$ cat src/rtl/axi_lite_dmem_port_b_bridge.sv
// AXI4-Lite slave driving the synchronous port B of the data memory (one-cycle read latency).
// Optional macro DMEM_BRIDGE_BYTE_STROBE_RMW_EN: partial byte strobes are serviced by read-modify-write.
module axi_lite_dmem_port_b_bridge #(
    parameter int DEPTH_WORDS = 1024,
    parameter int ADDR_W      = 32
) (
    input  logic              clk,
    input  logic              rst,
    input  logic [ADDR_W-1:0] s_axi_awaddr,
    input  logic              s_axi_awvalid,
    output logic              s_axi_awready,
    input  logic [31:0]       s_axi_wdata,
    input  logic [3:0]        s_axi_wstrb,
    input  logic              s_axi_wvalid,
    output logic              s_axi_wready,
    output logic [1:0]        s_axi_bresp,
    output logic              s_axi_bvalid,
    input  logic              s_axi_bready,
    input  logic [ADDR_W-1:0] s_axi_araddr,
    input  logic              s_axi_arvalid,
    output logic              s_axi_arready,
    output logic [31:0]       s_axi_rdata,
    output logic [1:0]        s_axi_rresp,
    output logic              s_axi_rvalid,
    input  logic              s_axi_rready,
    output logic              mem_we_b,
    output logic [ADDR_W-1:0] mem_addr_b,
    output logic [31:0]       mem_din_b,
    input  logic [31:0]       mem_dout_b
);

    typedef enum logic [2:0] {
        IDLE,
        RD_MEM,
        RD_CAP,
        RD_RESP,
`ifdef DMEM_BRIDGE_BYTE_STROBE_RMW_EN
        WR_RMW_RD,
        WR_RMW_CAP,
`endif
        WR_MEM,
        WR_RESP
    } state_t;

    localparam logic [ADDR_W-1:0] LP_WORD_MASK = ~(ADDR_W'(3));
    localparam logic [ADDR_W-1:0] LP_DEPTH     = ADDR_W'(DEPTH_WORDS);

    state_t              r_state;
    logic                r_awHeld;
    logic                r_wHeld;
    logic [ADDR_W-1:0]   r_awAddr;
    logic [31:0]         r_wData;
    logic [3:0]          r_wStrb;
    logic                r_lastGrantRd;
    logic                r_rdOob;
    logic                r_memWe;
    logic [ADDR_W-1:0]   r_memAddr;
    logic [31:0]         r_memDin;
    logic [31:0]         r_rdata;
    logic [1:0]          r_rresp;
    logic                r_rvalid;
    logic [1:0]          r_bresp;
    logic                r_bvalid;

    logic                w_idle;
    logic                w_writePending;
    logic                w_conflict;
    logic                w_grantWrite;
    logic                w_awAccept;
    logic                w_wAccept;
    logic                w_arAccept;
    logic                w_awInRange;
    logic                w_arInRange;
    logic [ADDR_W-1:0]   w_arWordAddr;

    assign w_idle         = (r_state == IDLE);
    assign w_writePending = r_awHeld & r_wHeld;
    assign w_conflict     = w_idle & w_writePending & s_axi_arvalid;
    // Write wins when uncontested, or on a conflict when the read won the previous one.
    assign w_grantWrite   = w_idle & w_writePending & (~s_axi_arvalid | r_lastGrantRd);

    assign s_axi_awready  = ~rst & w_idle & ~r_awHeld;
    assign s_axi_wready   = ~rst & w_idle & ~r_wHeld;
    assign s_axi_arready  = ~rst & w_idle & (~w_writePending | ~r_lastGrantRd);

    assign w_awAccept     = s_axi_awready & s_axi_awvalid;
    assign w_wAccept      = s_axi_wready & s_axi_wvalid;
    assign w_arAccept     = s_axi_arready & s_axi_arvalid;

    assign w_arWordAddr   = s_axi_araddr & LP_WORD_MASK;
    assign w_arInRange    = (s_axi_araddr >> 2) < LP_DEPTH;
    assign w_awInRange    = (r_awAddr >> 2) < LP_DEPTH;

`ifdef DMEM_BRIDGE_BYTE_STROBE_RMW_EN
    logic [31:0] w_merged;

    always_comb begin
        w_merged = mem_dout_b;
        for (int i = 0; i < 4; i++) begin
            if (r_wStrb[i]) w_merged[8*i +: 8] = r_wData[8*i +: 8];
        end
    end
`endif

    assign s_axi_bresp  = r_bresp;
    assign s_axi_bvalid = r_bvalid;
    assign s_axi_rdata  = r_rdata;
    assign s_axi_rresp  = r_rresp;
    assign s_axi_rvalid = r_rvalid;
    assign mem_we_b     = r_memWe;
    assign mem_addr_b   = r_memAddr;
    assign mem_din_b    = r_memDin;

    // Holding registers, arbitration and port-B sequencing share one state machine.
    always_ff @(posedge clk or posedge rst) begin
        if (rst) begin
            r_state       <= IDLE;
            r_awHeld      <= 1'b0;
            r_wHeld       <= 1'b0;
            r_awAddr      <= '0;
            r_wData       <= '0;
            r_wStrb       <= '0;
            r_lastGrantRd <= 1'b1;
            r_rdOob       <= 1'b0;
            r_memWe       <= 1'b0;
            r_memAddr     <= '0;
            r_memDin      <= '0;
            r_rdata       <= '0;
            r_rresp       <= '0;
            r_rvalid      <= 1'b0;
            r_bresp       <= '0;
            r_bvalid      <= 1'b0;
        end else begin
            if (w_awAccept) begin
                r_awHeld <= 1'b1;
                r_awAddr <= s_axi_awaddr & LP_WORD_MASK;
            end
            if (w_wAccept) begin
                r_wHeld <= 1'b1;
                r_wData <= s_axi_wdata;
                r_wStrb <= s_axi_wstrb;
            end
            r_memWe <= 1'b0;

            case (r_state)
                IDLE: begin
                    if (w_grantWrite) begin
                        if (w_conflict) r_lastGrantRd <= 1'b0;
                        if (!w_awInRange) begin
                            r_bresp  <= 2'b10;
                            r_bvalid <= 1'b1;
                            r_state  <= WR_RESP;
                        end else if (r_wStrb == 4'h0) begin
                            r_bresp  <= 2'b00;
                            r_bvalid <= 1'b1;
                            r_state  <= WR_RESP;
                        end else if (r_wStrb == 4'hF) begin
                            r_memAddr <= r_awAddr;
                            r_memDin  <= r_wData;
                            r_memWe   <= 1'b1;
                            r_state   <= WR_MEM;
                        end else begin
`ifdef DMEM_BRIDGE_BYTE_STROBE_RMW_EN
                            r_memAddr <= r_awAddr;
                            r_state   <= WR_RMW_RD;
`else
                            r_bresp  <= 2'b10;
                            r_bvalid <= 1'b1;
                            r_state  <= WR_RESP;
`endif
                        end
                    end else if (w_arAccept) begin
                        if (w_conflict) r_lastGrantRd <= 1'b1;
                        // Out-of-range reads keep the port idle but walk the same states for equal latency.
                        r_rdOob <= ~w_arInRange;
                        if (w_arInRange) r_memAddr <= w_arWordAddr;
                        r_state <= RD_MEM;
                    end
                end
                RD_MEM: begin
                    r_state <= RD_CAP;
                end
                RD_CAP: begin
                    r_rdata  <= r_rdOob ? 32'h0 : mem_dout_b;
                    r_rresp  <= r_rdOob ? 2'b10 : 2'b00;
                    r_rvalid <= 1'b1;
                    r_state  <= RD_RESP;
                end
                RD_RESP: begin
                    if (s_axi_rready) begin
                        r_rvalid <= 1'b0;
                        r_state  <= IDLE;
                    end
                end
`ifdef DMEM_BRIDGE_BYTE_STROBE_RMW_EN
                WR_RMW_RD: begin
                    r_state <= WR_RMW_CAP;
                end
                WR_RMW_CAP: begin
                    r_memDin <= w_merged;
                    r_memWe  <= 1'b1;
                    r_state  <= WR_MEM;
                end
`endif
                WR_MEM: begin
                    r_bresp  <= 2'b00;
                    r_bvalid <= 1'b1;
                    r_state  <= WR_RESP;
                end
                WR_RESP: begin
                    if (s_axi_bready) begin
                        r_bvalid <= 1'b0;
                        r_awHeld <= 1'b0;
                        r_wHeld  <= 1'b0;
                        r_state  <= IDLE;
                    end
                end
                default: begin
                    r_state <= IDLE;
                end
            endcase
        end
    end

endmodule
$ cat config.mk
export PLATFORM = sky130hd
export DESIGN_NAME = axi_lite_dmem_port_b_bridge
export DESIGN_NICKNAME = d
export VERILOG_FILES = /design/src/rtl/axi_lite_dmem_port_b_bridge.sv
export SDC_FILE = /design/constraint.sdc
export NUM_CORES = 1
export LEC_CHECK = 0
export BUFFER_PORTS_ARGS = -buffer_cell sky130_fd_sc_hd__buf_2
export CORE_UTILIZATION = 50
export CTS_CLUSTER_SIZE = 28
export DETAILED_ROUTE_END_ITERATION = 10
export GPL_TIMING_DRIVEN = 0
export PLACE_DENSITY = 0.8
export REMOVE_ABC_BUFFERS = 1
export SLEW_MARGIN = 20
export SYNTH_ARGS = -nofsm -noshare
export SYNTH_HDL_FRONTEND = slang
export SYNTH_SLANG_ARGS = --single-unit
$ cat constraint.sdc
create_clock -name clk -period 5.9 [get_ports clk]
set_input_delay 0.59 -clock clk [delete_from_list [all_inputs] [get_ports clk]]
set_output_delay 0.59 -clock clk [all_outputs]
set_load 0.005 [all_outputs]
==> impl_metrics.ini, run 1 <==
[logic_synthesis]
synth-seq-cells = 172
synth_area_sq_um = 6880
synthTopCellsByArea = dfrtp_1 (62%), mux2_2 (18%), nand2b_1 (3.0%)
ys_dominant_reg_cell = dfrtp_1
yosys_warnings = 0
asyncSetResetFlopFracSynth_pct = 100
synth-xor-area-share_pct = 0
synth_top_family_by_area = multiplexers
synth_top_area_cell = dfrtp_1
post_synth_and_or_nand_nor_area_fraction_pct = 10.9
synth.yosys.seq_area_share_pct = 62.6
yosys-top-cells-count = dfrtp_1 (171), mux2_2 (110), nand2_1 (40), o21ai_0 (37), nand2b_1 (33)
synth_compound_gate_area_share_pct = 4.13
post_synth.cell_area_avg_sq_um = 13.5
netlist_instances = 510
number_of_synthesized_flops_with_an_enable_pin = 0
synth.area.mux_share_pct = 20.2
synth_most_common_cell = dfrtp_1
yosys.cell_types.count = 39
synthAdderAreaFrac_pct = 0
synth_top_area_share_pct = 62.2

[power_and_ir_drop]
power_density_nw_per_um2 = 396
vdd.ir_drop.worst_uv = 238
p_leak_uw = 0.00469

[clock_network]
tritoncts_clock_tree = yes
ctsRootBufferMaster = clkbuf_16
worst_setup_hold_path_clk_slew_ns = 0.06
insertion_delay_to_the_later_sink_of_the_worst_skew_pair_ns = 0.42
cts_hold_buffers = 0
post-cts-setup-buffers = 0
cts_buffers = 17
cts_h_tree_depth = 4
clock_path_buffers = 2
cts_repair_resize_count = 0
clock_sinks = 172

[sta]
minimum_setup_slack_in_the_final_design_ns = 2.78
final_min_period_over_clock_period_pct = 52.9
hold_slack_ns = 0.229
clock-skew-final_ns = 0.00798
finalSetupViolCount = 0
final.min_clock_period_ns = 3.12
slew_limit_fails = 0
tightest_slew_ns = 0.896
slew-limit-headroom_pct = 40.0
rsz0062_at_grt = no
fmax_mhz = 320
report.final.hold_viol_count = 0

[drt]
drt_wl_total_microns = 14700
vias = 4708
routed_wire_length_per_instance_microns = 15.8
viasPerCell = 5.07
postRouteAntennaNets = 0
route.detailed.drc = 0
detailedRoute.firstPassIterationCount = 4
drt_iter0_markers = 305

[setup_path]
worst-endpoint-arrival_ns = 3.41
worstPathMaxFanout = 13
worstSetupEndpointType = register
critPathLaunchType = register
worst-endpoint-required_ns = 6.19
critPathKind = register to register

[floorplan]
io-pin-count = 245
die_width_microns = 119
dieArea_sq_um = 14200
die_height_microns = 119
initial_core_util_pct = 51.5
std_cell_rows = 42
core_region_area_sq_um = 13300

[placement]
hpwl_microns = 10400
placement.cell_area_sq_um = 8230
place_worst_setup_slack_ns = 2.77
port_buffers = 236
gp_congestion = 0.861

[global_route]
grt_pass1_vias = 4881
globalRoute.totalOverflow = 0
groute.usage.overall_pct = 21.8
antenna_violations_before_repair = 1
grt_first_pass_wirelength_microns = 24000
maximum_number_of_pins_on_one_net_before_global_route_repair = 110

[run_status]
outcome = finished, final reports clean

[layout]
antenna_cells = 0
drive_above_1_share_pct = 52.9
num-nets-final = 881
areaGrowthSynthToFinish_pct = 27.4
fin_area_sq_um = 8770

[flow_run]
cap_viol_max_count = 0

[hold_path]
min_path_type = primary input to asynchronous set/reset pin
==> cell families after synthesis <==
kind of cell    count (synthesis)
compound gates                 50
buf+inv                        33
flops                         172
mux                           120
other cells                     1
simple gates                  134
==> placed cells by master (no fill, tap or decap), drive strengths merged <==
cell type,instances
or3b,1
clkinv,4
a221o,1
buf,240
a211oi,2
and3,2
a21o,2
conb,4
or4,5
mux2,120
nor2,10
o21ai,37
dfstp,1
a41oi,1
clkbuf,23
nand4,4
nor2b,2
and2,20
dfrtp,171
and4,1
a31oi,1
nand2b,33
nand3,2
nor3b,1
nor4,8
nand2,41
a21boi,2
a22oi,1
or2,1
a21oi,3
inv,4
bufinv,1
nor3,3
clkinvlp,1
==> layout make-up <==
cell class                 count  area [sq um]
tap                          176           220
fill                        1030          4580
multi-input combinational    308          2450
clock buffer                  23           468
clock inverter                 7          66.3
timing repair buffer         240          1240
sequential                   172          4310
inverter                       3          18.8
==> worst max-delay path, cell delays in order (launching register included) <==
cell and delay (ns):
dfrtp_1 0.52, nor3_2 0.30, nand4_1 0.71, nor4_4 0.64, buf_6 0.22, buf_4 0.22
mux2_2 0.37
==> path summary, 6_finish.rpt <==
path	start	end	slack, ns	cells past startpoint
setup / recovery	r_state[2]	mem_din_b[11]	2.78	6
hold / removal	rst	s_axi_bresp[1]	0.23	2
setup reg to reg	r_state[2]	mem_din_b[11]	2.78	6
hold reg to reg	mem_addr_b[13]	mem_addr_b[13]	0.48	1
max in group asynchronous	rst	r_wData[21]	4.81	3
min in group clk	s_axi_wdata[28]	r_wData[28]	0.40	2
==> through the flow <==
stage / TNS [ns] / total power, uW / util, % / instances
final: 0 / 3470 / 65.7 / 929
after global routing: 0 / 3680 / 65.7 / 929
after CTS: 0 / 3500 / 65.7 / 929
after detailed placement: 0 / 2470 / 61.7 / 899
after global placement: -156.54 / 2400 / 61.1 / 895
after floorplan: 0 / 2170 / - / 483
==> layer usage <==
metal / track usage (%) / vias to the layer above / routed length [microns]
met5: 0 / - / 10
met4: 9.84 / 2 / 403
met3: 5.75 / 30 / 780
met2: 35.6 / 168 / 7230
met1: 27.2 / 2288 / 6250
li1: - / 2220 / -
==> state kept, by name, summed over array words and instances, names as in the netlist <==
name / cells
s_axi_rvalid: 1
r_lastGrantRd: 1
r_wData: 32
mem_addr_b: 30
mem_we_b: 1
r_rdOob: 1
mem_din_b: 32
r_wStrb: 4
r_awHeld: 1
s_axi_bvalid: 1
s_axi_rdata: 32
s_axi_rresp: 1
r_wHeld: 1
r_state: 3
r_awAddr: 30
s_axi_bresp: 1
==> report_power, final <==
| group | leakage (uW) | switching [uW] | internal [uW] |
|---|---|---|---|
| combinational | 0.00214 | 338 | 405 |
| sequential | 0.00228 | 214 | 1490 |
| clock | 0.000263 | 422 | 597 |
No activity file was read; power rests on OpenSTA's default activity.
==> run 2: changes to the inputs <==
CORE_UTILIZATION = 45   (was 50)
PLACE_DENSITY = 0.76   (was 0.8)
clock period = 2.65 ns   (was 5.9 ns; I/O delays follow)
==> run 2 against run 1 <==
The run now ends with design-rule violations left. Sequential share of layout area fell by 0.16 points. Clock skew is 0.0019 ns higher. Sequential power is 120% higher. Maximum frequency increased by 25%. Combinational power increased by 120%. Design area rose by 0.33%. Hold slack lost 0.16 ns.
==> impl_metrics.ini, run 2 (same netlist as run 1, synthesis figures left out) <==
[run_status]
outcome = finished with violations
violations = design-rule violations

[power_and_ir_drop]
p_leak_uw = 0.00469
vdd.ir_drop.worst_uv = 667
power.sequential.fraction_pct = 49.2
share_comb_of_total_power_pct = 21.3
p_sw_uw = 2250
total_power_uw = 7740
swShare_pct = 29.1
fraction_of_power_consumed_by_the_clock_network_pct = 29.5
cellInternalPower_uw = 5490
power_density_nw_per_um2 = 879

[floorplan]
std_cell_rows = 44
io-pin-count = 245
initial_core_util_pct = 46.8
die_height_microns = 126
core_region_area_sq_um = 14700
dieArea_sq_um = 15800
die_width_microns = 126

[sta]
fmax_mhz = 400
final.min_clock_period_ns = 2.50
finalSetupViolCount = 0
clock-skew-final_ns = 0.00989
slew-limit-headroom_pct = 39.5
report.final.hold_viol_count = 0
final_min_period_over_clock_period_pct = 94.4
rsz0062_at_grt = no
slew_limit_fails = 0
tightest_slew_ns = 0.904

[global_route]
antenna_violations_before_repair = 0
maximum_number_of_pins_on_one_net_before_global_route_repair = 99
groute.usage.overall_pct = 19.7
globalRoute.totalOverflow = 0
grt_first_pass_wirelength_microns = 24400
grt_pass1_vias = 4865

[setup_path]
worst-endpoint-required_ns = 2.96
critPathLaunchType = register
worstSetupEndpointType = register
worstPathMaxFanout = 37
timing.critical_path.cells = or4_4, nor2_1, nand2_2, mux2_2
critical_path_cell_count = 4
worst_path_dominant_cell_family = simple AND/OR/NAND/NOR gates
critPathKind = register to register
timing.critical_path.slowest_cell_delay_ns = 0.61
worst-endpoint-arrival_ns = 2.81
cp.buffers_inverters = 0
worst-r2r-cell-count = 4
master_of_the_slowest_instance_on_the_critical_path = or4_4

[hold_path]
min_path_type = primary input to register
min_path_cells = 2

[clock_network]
ctsRootBufferMaster = clkbuf_16
clock_path_buffers = 2
insertion_delay_to_the_later_sink_of_the_worst_skew_pair_ns = 0.42
clock_sinks = 172
cts_repair_resize_count = 0
cts_h_tree_depth = 4
cts_buffers = 17
tritoncts_clock_tree = yes
worst_setup_hold_path_clk_slew_ns = 0.07

[placement]
gp_congestion = 0.823
place_inst = 907
port_buffers = 236
hpwl_microns = 10600

[layout]
final_instance_count_excl_fillers = 940
antenna_cells = 0
drive_above_1_share_pct = 53.3
layout.cells.most_common_list = buf_2 (236), dfrtp_1 (171), mux2_2 (110)
num-nets-final = 883
most_frequent_standard_cell_in_the_layout_excluding_fill_and_tap_cells = buf_2
areaGrowthSynthToFinish_pct = 27.9

[drt]
detailedRoute.firstPassIterationCount = 9
route.detailed.drc = 16
viasPerCell = 4.94
drt_iter0_markers = 262
drt_wl_total_microns = 14800
routed_wire_length_per_instance_microns = 15.7
vias = 4644
postRouteAntennaNets = 0

[flow_run]
cap_viol_max_count = 0
[run 2: changes by cell type in the layout (fill, tap and decap cells not counted), moves of 2 or more]
cell / delta
buf_4: +2
clkbuf_1: -3
clkinv_2: -2
clkinvlp_4: +3
inv_6: +2
[run 2: what timing repair did]
item                                   4_1_cts  5_1_grt
setup buffers                                1        0
setup endpoints to repair                   62        0
hold buffers                                 1        0
endpoints found under the hold margin       73        0
[run 2: through the flow]
step	cell area, sq um	TNS, ns	worst slack (ns)	utilization, %	hold WS [ns]
finish	8800	0	0.149	59.8	0.0706
global route	8800	0	0.0329	59.8	0.0510
CTS	8790	0	0.130	59.8	0.0523
detailed placement	8230	-15.68	-0.437	56.0	0.397
global placement	8160	-790.17	-3.86	55.5	0.458
floorplan	6750	-439.61	-2.29	-	0.414
[run 2: power by group through the flow]
| stage | registers (uW) | clock network (uW) | logic, uW |
|---|---|---|---|
| 2_1_floorplan | 3730 | 0 | 1090 |
| 3_3_place_gp | 3780 | 0 | 1580 |
| 3_5_place_dp | 3850 | 0 | 1660 |
| 4_1_cts | 3800 | 2350 | 1670 |
| 5_1_grt | 3900 | 2450 | 1850 |
| 6_report | 3810 | 2280 | 1650 |
[run 2: worst paths after layout]
kind,from,end,slack [ns]
min in group asynchronous,rst,r_state[1],0.47
min,s_axi_wdata[0],r_wData[0],0.07
min reg2reg,s_axi_rdata[2],s_axi_rdata[2],0.48
max in group asynchronous,rst,r_awAddr[12],1.33
max,r_state[2],r_wData[29],0.15
max reg2reg,r_state[2],r_wData[29],0.15
[run 2: layer usage]
| layer | vias to the layer above | wire, microns | track usage, % |
|---|---|---|---|
| li1 | 2222 | - | - |
| met1 | 2254 | 6250 | 24.2 |
| met2 | 140 | 7440 | 33.0 |
| met3 | 28 | 807 | 5.06 |
| met4 | 0 | 304 | 8.75 |
| met5 | - | 0 | 0 |
[run 2: final cells by class]
cell class	count	area [sq um]
flip-flops and latches	172	4310
clock inverters	11	86.3
repair buffers	242	1250
clock buffers	20	457
fillers	1173	5900
well taps	184	230
inverters	3	18.8
multi-input cells	308	2450
==> run 3: changes to the inputs <==
BUFFER_PORTS_ARGS = -buffer_cell sky130_fd_sc_hd__buf_4   (was -buffer_cell sky130_fd_sc_hd__buf_2)
TNS_END_PERCENT = 5   (was default)
==> run 3 against run 2 <==
Non-clock buffer count rose by 2. Clock-buffer cell count grew 1. Highest routed layer unchanged. Via count up 0.34%. The flow still finishes with violations (design-rule violations).
==> impl_metrics.ini, run 3 (same netlist as run 1, synthesis figures left out) <==
[run_status]
outcome = finished with violations
violations = design-rule violations

[sta]
fmax_mhz = 401
slew_limit_fails = 0
final_min_period_over_clock_period_pct = 94.0
rsz0062_at_grt = no
tightest_slew_ns = 0.835
slew-limit-headroom_pct = 44.4
finalSetupViolCount = 0
report.final.hold_viol_count = 0
final.min_clock_period_ns = 2.49
clock-skew-final_ns = 0.0130
minimum_setup_slack_in_the_final_design_ns = 0.159

[layout]
layout.cells.most_common_list = buf_4 (239), dfrtp_1 (170), mux2_2 (110)
antenna_cells = 0
num-nets-final = 885
utilization_pct = 64.8
layout_fillers = 1148
fin_area_sq_um = 9530
most_frequent_standard_cell_in_the_layout_excluding_fill_and_tap_cells = buf_4
drive_above_1_share_pct = 54.3
areaGrowthSynthToFinish_pct = 38.5

[drt]
postRouteAntennaNets = 0
drt_wl_total_microns = 15400
detailedRoute.firstPassIterationCount = 11
drt_iter0_markers = 177
viasPerCell = 4.94
vias = 4660
routed_wire_length_per_instance_microns = 16.3
route.detailed.drc = 16

[clock_network]
worst_setup_hold_path_clk_slew_ns = 0.07
cts_buffers = 17
insertion_delay_to_the_later_sink_of_the_worst_skew_pair_ns = 0.42
cts_h_tree_depth = 4
clock_sinks = 172
tritoncts_clock_tree = yes
clock_path_buffers = 2
ctsRootBufferMaster = clkbuf_16

[floorplan]
core_region_area_sq_um = 14700
dieArea_sq_um = 15800
die_width_microns = 126
die_height_microns = 126
initial_core_util_pct = 46.8
io-pin-count = 245
std_cell_rows = 44

[power_and_ir_drop]
power_density_nw_per_um2 = 868
vdd.ir_drop.worst_uv = 466
p_leak_uw = 0.00487

[global_route]
groute.usage.overall_pct = 20.3
grt_first_pass_wirelength_microns = 24900
antenna_violations_before_repair = 0
globalRoute.totalOverflow = 0
maximum_number_of_pins_on_one_net_before_global_route_repair = 93
grt_pass1_vias = 4891

[setup_path]
worst-endpoint-required_ns = 2.95
master_of_the_slowest_instance_on_the_critical_path = dfrtp_1
worstPathMaxFanout = 10
cell_repeated_most_along_the_worst_path = buf_6
critPathKind = register to register
timing.critical_path.cells = nor4_2, nand4_1, nor4_4, buf_4, buf_6, buf_6, buf_6, mux2_2
timing.critical_path.slowest_cell_delay_ns = 0.39
worstSetupEndpointType = register
critPathLaunchType = register
worst-endpoint-arrival_ns = 2.79

[hold_path]
min_path_type = primary input to register

[placement]
gp_congestion = 0.801
port_buffers = 236
placement.cell_area_sq_um = 8840
place_worst_setup_slack_ns = -0.683
hpwl_microns = 10700

[flow_run]
cap_viol_max_count = 0
run 3: cell count changes in the layout (fill, tap and decap cells not counted), moves of 4 or more:
| cell | before | now |
|---|---|---|
| buf_2 | 236 | 0 |
| buf_4 | 3 | 239 |
| clkinvlp_4 | 4 | 0 |
| nor4_1 | 7 | 3 |
| nor4_2 | 0 | 4 |
run 3: layer usage:
metal	part of all wire, %	global-route usage (%)	up-vias
met2	52	34.3	141
li1	-	-	2227
met1	41	25.3	2278
met4	1.3	8.11	0
met3	5.8	4.67	14
met5	0	0	-
run 3: worst max-delay path: cells and delay by family (launching register included):
family,cells,cell delay [ns]
simple gates,3,0.91
buf+inv,4,0.73
flops,1,0.39
mux,1,0.34
run 3: final cells by class:
| cell class | count | area, sq um | area share, % |
|---|---|---|---|
| multi-input combinational | 308 | 2480 | 26.1 |
| clock buffer | 21 | 480 | 5.04 |
| timing repair buffer | 244 | 1870 | 19.6 |
| tap | 184 | 230 | 2.42 |
| inverter | 3 | 18.8 | 0.197 |
| sequential | 172 | 4310 | 45.2 |
| clock inverter | 11 | 141 | 1.48 |
run 3: worst paths after layout:
path | from | to | slack, ns | cells past startpoint
worst max-delay path | r_awAddr[15] | mem_din_b[6] | 0.16 | 8
worst min-delay path | s_axi_awaddr[20] | r_awAddr[20] | 0.07 | 2
worst max register to register | r_awAddr[15] | mem_din_b[6] | 0.16 | 8
worst min register to register | s_axi_rdata[27] | s_axi_rdata[27] | 0.48 | 2
max in group asynchronous | rst | s_axi_rdata[27] | 1.30 | 4
min in group asynchronous | rst | r_awAddr[21] | 0.50 | 3
run 3: report_power, final:
| part | internal, uW | switching (uW) | leakage (uW) |
|---|---|---|---|
| registers | 3330 | 518 | 0.00228 |
| logic | 1090 | 756 | 0.00228 |
| clock network | 1520 | 1060 | 0.000308 |
| total | 5940 | 2330 | 0.00487 |
run 3: metrics by stage:
stage	total power, uW	std cells	setup TNS [ns]	hold WS [ns]
2_1_floorplan	4830	483	-439.61	0.414
3_3_place_gp	5540	903	-803.89	0.466
3_5_place_dp	5690	908	-17.02	0.396
4_1_cts	8310	943	0	0.0574
5_1_grt	8740	943	0	0.0627
6_report	8270	943	0	0.0728
run 3: what timing repair did:
| item | 4_1_cts | 5_1_grt |
|---|---|---|
| setup buffers | 2 | 0 |
| hold buffers | 1 | 0 |
| setup endpoints to repair | 62 | 44 |
| gates resized for setup | 0 | 7 |
| pin swaps | 2 | 0 |
| hold endpoints to repair | 81 | 0 |
